===== src/rtl/pulse_gen.sv =====
// -----------------------------------------------------------------------------
// pulse_gen
//   Converts single-cycle triggers into stretched level pulses. Each trigger
//   carries its own high-time (len, 0 treated as 1). Consecutive pulses are
//   separated by at least GAP low cycles. Triggers that arrive while a pulse
//   or its trailing gap is in progress are queued in a small FIFO together
//   with their sampled len, and are launched in arrival order. Triggers that
//   find the queue full are discarded and flagged on drop.
//
//   Optional feature (macro PULSE_GEN_RETRIGGER_EN):
//     when defined, a trigger that arrives during the high phase reloads the
//     high-time counter instead of being queued (the pulse is extended).
//
// Parameters
//   LEN_W : width of the len field
//   GAP   : low cycles forced between pulses (1..255)
//   DEPTH : pending-trigger capacity (power of two, 2..16)
//
// Ports
//   clk   : rising-edge clock
//   reset : synchronous active-high reset
//   din   : trigger, one event per cycle sampled high
//   len   : requested high-time, sampled with din
//   dout  : registered stretched pulse
//   busy  : FSM active or triggers pending
//   pend  : number of queued triggers
//   drop  : registered one-cycle flag, a trigger was discarded last cycle
// -----------------------------------------------------------------------------
module pulse_gen #(
   parameter int LEN_W = 8,
   parameter int GAP   = 1,
   parameter int DEPTH = 4
) (
   input  logic                     clk,
   input  logic                     reset,
   input  logic                     din,
   input  logic [LEN_W-1:0]         len,
   output logic                     dout,
   output logic                     busy,
   output logic [$clog2(DEPTH):0]   pend,
   output logic                     drop
);

   localparam int PW = $clog2(DEPTH);
   localparam int CW = PW + 1;
   localparam logic [7:0]    GAP_LD = 8'(GAP);
   localparam logic [CW-1:0] FULL   = CW'(DEPTH);

   typedef enum logic [1:0] {
      S_IDLE = 2'd0,
      S_HIGH = 2'd1,
      S_GAP  = 2'd2
   } state_t;

   state_t           state_r;
   logic [LEN_W-1:0] cnt_r;
   logic [7:0]       gcnt_r;
   logic             dout_r;
   logic             drop_r;
   logic [LEN_W-1:0] mem_r [DEPTH];
   logic [PW-1:0]    wr_ptr_r;
   logic [PW-1:0]    rd_ptr_r;
   logic [CW-1:0]    count_r;

   logic [LEN_W-1:0] len_eff_s;
   logic             retrig_s;
   logic             want_push_s;
   logic             gap_end_s;
   logic             bypass_s;
   logic             pop_s;
   logic             push_s;
   logic             drop_s;
   logic [LEN_W-1:0] head_s;

   assign len_eff_s = (len == '0) ? LEN_W'(1) : len;

`ifdef PULSE_GEN_RETRIGGER_EN
   // A trigger during the high phase extends the pulse instead of queueing.
   assign retrig_s = din && (state_r == S_HIGH);
`else
   assign retrig_s = 1'b0;
`endif

   // Any trigger outside IDLE wants a queue slot, unless it retriggers.
   assign want_push_s = din && (state_r != S_IDLE) && !retrig_s;
   assign gap_end_s   = (state_r == S_GAP) && (gcnt_r == 8'd1);
   // Trigger landing on the last gap cycle with an empty queue launches
   // directly, so it never occupies a slot.
   assign bypass_s    = gap_end_s && want_push_s && (count_r == '0);
   assign pop_s       = gap_end_s && (count_r != '0);
   assign push_s      = want_push_s && !bypass_s && (count_r != FULL);
   assign drop_s      = want_push_s && !bypass_s && (count_r == FULL);
   assign head_s      = mem_r[rd_ptr_r];

   assign dout = dout_r;
   assign drop = drop_r;
   assign pend = count_r;
   assign busy = (state_r != S_IDLE) || (count_r != '0);

   // Trigger FIFO: pointers wrap naturally because DEPTH is a power of two.
   always_ff @(posedge clk) begin
      if (reset) begin
         wr_ptr_r <= '0;
         rd_ptr_r <= '0;
         count_r  <= '0;
         drop_r   <= 1'b0;
         for (int i = 0; i < DEPTH; i++) begin
            mem_r[i] <= '0;
         end
      end else begin
         drop_r <= drop_s;
         if (push_s) begin
            mem_r[wr_ptr_r] <= len_eff_s;
            wr_ptr_r        <= wr_ptr_r + PW'(1);
         end
         if (pop_s) begin
            rd_ptr_r <= rd_ptr_r + PW'(1);
         end
         case ({push_s, pop_s})
            2'b10:   count_r <= count_r + CW'(1);
            2'b01:   count_r <= count_r - CW'(1);
            default: count_r <= count_r;
         endcase
      end
   end

   // Pulse FSM: high-time down-counter, then gap down-counter, then relaunch.
   always_ff @(posedge clk) begin
      if (reset) begin
         state_r <= S_IDLE;
         cnt_r   <= '0;
         gcnt_r  <= 8'd0;
         dout_r  <= 1'b0;
      end else begin
         case (state_r)
            S_IDLE: begin
               if (din) begin
                  state_r <= S_HIGH;
                  cnt_r   <= len_eff_s;
                  dout_r  <= 1'b1;
               end else begin
                  dout_r  <= 1'b0;
               end
            end
            S_HIGH: begin
               if (retrig_s) begin
                  cnt_r  <= len_eff_s;
                  dout_r <= 1'b1;
               end else if (cnt_r == LEN_W'(1)) begin
                  state_r <= S_GAP;
                  gcnt_r  <= GAP_LD;
                  dout_r  <= 1'b0;
               end else begin
                  cnt_r  <= cnt_r - LEN_W'(1);
                  dout_r <= 1'b1;
               end
            end
            S_GAP: begin
               if (gcnt_r != 8'd1) begin
                  gcnt_r <= gcnt_r - 8'd1;
                  dout_r <= 1'b0;
               end else if (pop_s) begin
                  state_r <= S_HIGH;
                  cnt_r   <= head_s;
                  dout_r  <= 1'b1;
               end else if (bypass_s) begin
                  state_r <= S_HIGH;
                  cnt_r   <= len_eff_s;
                  dout_r  <= 1'b1;
               end else begin
                  state_r <= S_IDLE;
                  dout_r  <= 1'b0;
               end
            end
            default: begin
               state_r <= S_IDLE;
               dout_r  <= 1'b0;
            end
         endcase
      end
   end

endmodule


===== config.mk =====
export PLATFORM = sky130hd
export DESIGN_NAME = pulse_gen
export DESIGN_NICKNAME = d
export VERILOG_FILES = /design/src/rtl/pulse_gen.sv
export SDC_FILE = /design/constraint.sdc
export NUM_CORES = 1
export LEC_CHECK = 0
export BUFFER_PORTS_ARGS = -buffer_cell sky130_fd_sc_hd__buf_2
export CORE_MARGIN = 4
export CORE_UTILIZATION = 34
export CTS_CLUSTER_SIZE = 10
export DETAILED_ROUTE_END_ITERATION = 6
export GPL_TIMING_DRIVEN = 0
export PLACE_DENSITY = 0.61
export SKIP_CTS_REPAIR_TIMING = 1
export SYNTH_ARGS = -nofsm -noshare
export SYNTH_HDL_FRONTEND = slang
export SYNTH_SLANG_ARGS = --single-unit

===== constraint.sdc =====
create_clock -name clk -period 5.1 [get_ports clk]
set_input_delay 0 -clock clk [delete_from_list [all_inputs] [get_ports clk]]
set_output_delay 0 -clock clk [all_outputs]
set_load 0.01 [all_outputs]

==> results.sh <==
export IMPL_multi_input_area_um2=1550
export IMPL_core_um2=9200
export IMPL_place_hpwl_um=5240
export IMPL_grt_pass1_wl_um=12500
export IMPL_syn_to_final_growth_pct=13.0
export IMPL_power_density_nw_per_um2=508
export IMPL_placed_cells=419
export IMPL_layout_setup_ws_ns=1.70
export IMPL_clk_path_buf_depth=2
export IMPL_end_kind="register"
export IMPL_skew_ns=0.0131
export IMPL_grt_antenna_before_repair=0
export IMPL_num_rows=35
export IMPL_worst_slew_pin_slew_ns=0.924
export IMPL_syn_nets=313
export IMPL_synth_edf_count=32
export IMPL_io_pins=17
export IMPL_fin_area_um2=3630
export IMPL_synthFlopType="edfxtp_1"
export IMPL_ys_top_cells_by_area="edfxtp_1, dfxtp_1, mux4_2, xor2_1, ha_1"
export IMPL_cap_violations=0
export IMPL_wl_met2_um=3560
export IMPL_postPlaceCellArea_um2=3430
export IMPL_required_ns=5.37
export IMPL_grt_pass1_vias=2418
export IMPL_netlist_area_um2=3210
export IMPL_worstSetupPathType="register to register"
export IMPL_finalWirelength_um=7510
export IMPL_hold_slack_ns=-0.00497
export IMPL_period_needed_ns=3.40
export IMPL_ant_nets=0
export IMPL_diodes=0
export IMPL_cp_start_kind="register"
export IMPL_track_usage_pct=14.5
export IMPL_die_h_um=105
export IMPL_met3WireLength_um=335
export IMPL_cts_tree="done"
export IMPL_initial_core_util_pct=34.9
export IMPL_tns_ns=0
export IMPL_syn_inst=292
export IMPL_timing_final_crit_share_pct=66.6
export IMPL_violations="hold timing"
export IMPL_yosysWarningCount=0
export IMPL_cts_max_level=3
export IMPL_grt_setup_unrepaired="false"
export IMPL_top_layer="met4"
export IMPL_setup_violations=0
export IMPL_outcome="complete, but fails checks"
export IMPL_ys_seq_area_share_pct=48.0
export IMPL_ir_drop_mv=0.218
export IMPL_pre_cts_ws_ns=1.77
export IMPL_yosys_area_top_type="edfxtp_1"
export IMPL_io_buffer_count=16
export IMPL_insertion_delay_ns=0.34
export IMPL_synthDistinctLibCells=56
export IMPL_p_leak_nw=1.38
export IMPL_timing_fmax_mhz=294
export IMPL_die_x_um=105
export IMPL_worstPathMaxFanout=8
export IMPL_async_flop_share_pct=0
export IMPL_seq_area_um2=1540
export IMPL_clkTransAtPathRegs_ns=0.07
export IMPL_rr_startpoint="gcnt_r[0]"
export IMPL_wl_met1_um=3510
export IMPL_drive_gt1_share_pct=17.6
export IMPL_cts_root_buffer="clkbuf_8"
export IMPL_cts_buffers=9
export IMPL_synth_most_common_cell="edfxtp_1"
export IMPL_first_iter_violations=152
export IMPL_gp_congestion=0.806
export IMPL_nNetsFinal=340
export IMPL_die_area_um2=11100
export IMPL_fill_cells=915
export IMPL_yosys_area_top_type_share_pct=29.9
export IMPL_cts_sinks=61
export IMPL_via_count=2365
export IMPL_grt_max_degree=13
export IMPL_worstPathArrival_ns=3.66
export IMPL_critPathLaunch="gcnt_r[0]"
export IMPL_hold_class="input pin to register"
export IMPL_hold_path_startpoint="din"
export IMPL_grt_remaining_overflow=0
export IMPL_dr_pass1_iters=4
export IMPL_drc=0
export IMPL_slew_viol_final=0
export IMPL_relSlewSlack_pct=38.3
export IMPL_finalNonFillerCells=435
export IMPL_avgViaCountPerCell=5.44
export IMPL_wl_per_cell_um=17.3
export IMPL_finalHoldViolations=1
export IMPL_ys_top_cells_by_count="edfxtp_1, dfxtp_1, nor2_1, inv_1"
export IMPL_avgSynthCellArea_um2=11.0
export IMPL_synth_seq_cells=61
-- layer usage --
layer / vias to the layer above / track usage [%]
met5: - / 0
met4: 0 / 5.34
met3: 6 / 3.64
met2: 61 / 22.9
met1: 1150 / 19.3
li1: 1148 / -
-- kinds of logic after synthesis --
logic type,Yosys count,share of synthesized area [%]
mux,14,7.68
xor+xnor,17,4.64
fa+ha+maj,10,4.13
simple gates,111,19.7
flops,61,48.0
buf+inv,31,3.70
compound gates,48,12.1
-- where the power goes --
part | total (mW) | leakage [nW] | switching [mW] | internal, mW
clock network | 0.432 | 0.0895 | 0.206 | 0.226
logic | 0.705 | 0.719 | 0.417 | 0.288
registers | 0.707 | 0.568 | 0.0953 | 0.612
-- placed cells by master, fill, tap and decap left out, drive strengths merged, types with 3 or more instances in the layout --
cell	count
a21o	4
a21oi	8
a221oi	6
and2	12
and3	14
buf	19
clkbuf	20
clkinv	3
clkinvlp	3
dfxtp	29
edfxtp	32
ha	9
inv	17
mux2	5
mux4	8
nand2	5
nand3	7
nand3b	7
nand4	3
nor2	28
nor3	9
nor4	6
nor4b	4
o21ai	6
o31ai	3
o41ai	7
or3	5
xnor2	3
xor2	14
-- cell type report --
| cell class | instances | share of cell area, % |
|---|---|---|
| multi-input cells | 200 | 42.7 |
| flip-flops and latches | 61 | 42.5 |
| well taps | 111 | 3.83 |
| clock buffers | 9 | 3.42 |
| repair buffers | 16 | 2.21 |
| clock inverters | 7 | 2.04 |
| inverters | 17 | 1.76 |
| plain buffers | 14 | 1.52 |
-- final timing paths --
path / slack [ns] / to / depth (start not counted)
max: 1.70 / pend[2] / 10
min: -0.005 / dout / 3
max reg2reg: 1.70 / pend[2] / 10
min reg2reg: 0.52 / gcnt_r[6] / 2
-- critical path, cell delays in order (launching register included) --
cell and delay [ns]:
dfxtp_1 0.41, ha_1 0.16, nor4b_2 0.58, a31oi_1 0.26, o31ai_2 0.58, ha_1 0.30
inv_1 0.06, fa_1 0.37, xor2_1 0.15, or3_1 0.30, a21oi_1 0.15
-- flip-flops by register name, indices dropped and copies added, names as in the netlist, named ones only --
name / cells
cnt_r: 8
dout: 1
drop: 1
gcnt_r: 8
mem_r: 32
pend: 3
rd_ptr_r: 2
state_r: 2
wr_ptr_r: 2
-- per-stage QoR --
stage	hold slack [ns]	power [mW]	utilization, %
2_1_floorplan	0.162	1.24	-
3_3_place_gp	0.356	1.40	37.3
3_5_place_dp	0.357	1.41	37.3
4_1_cts	-0.00733	1.85	39.4
5_1_grt	0.0126	1.98	39.4
6_report	-0.00497	1.84	39.4
Note: power is estimated with default switching activity, not from simulation.
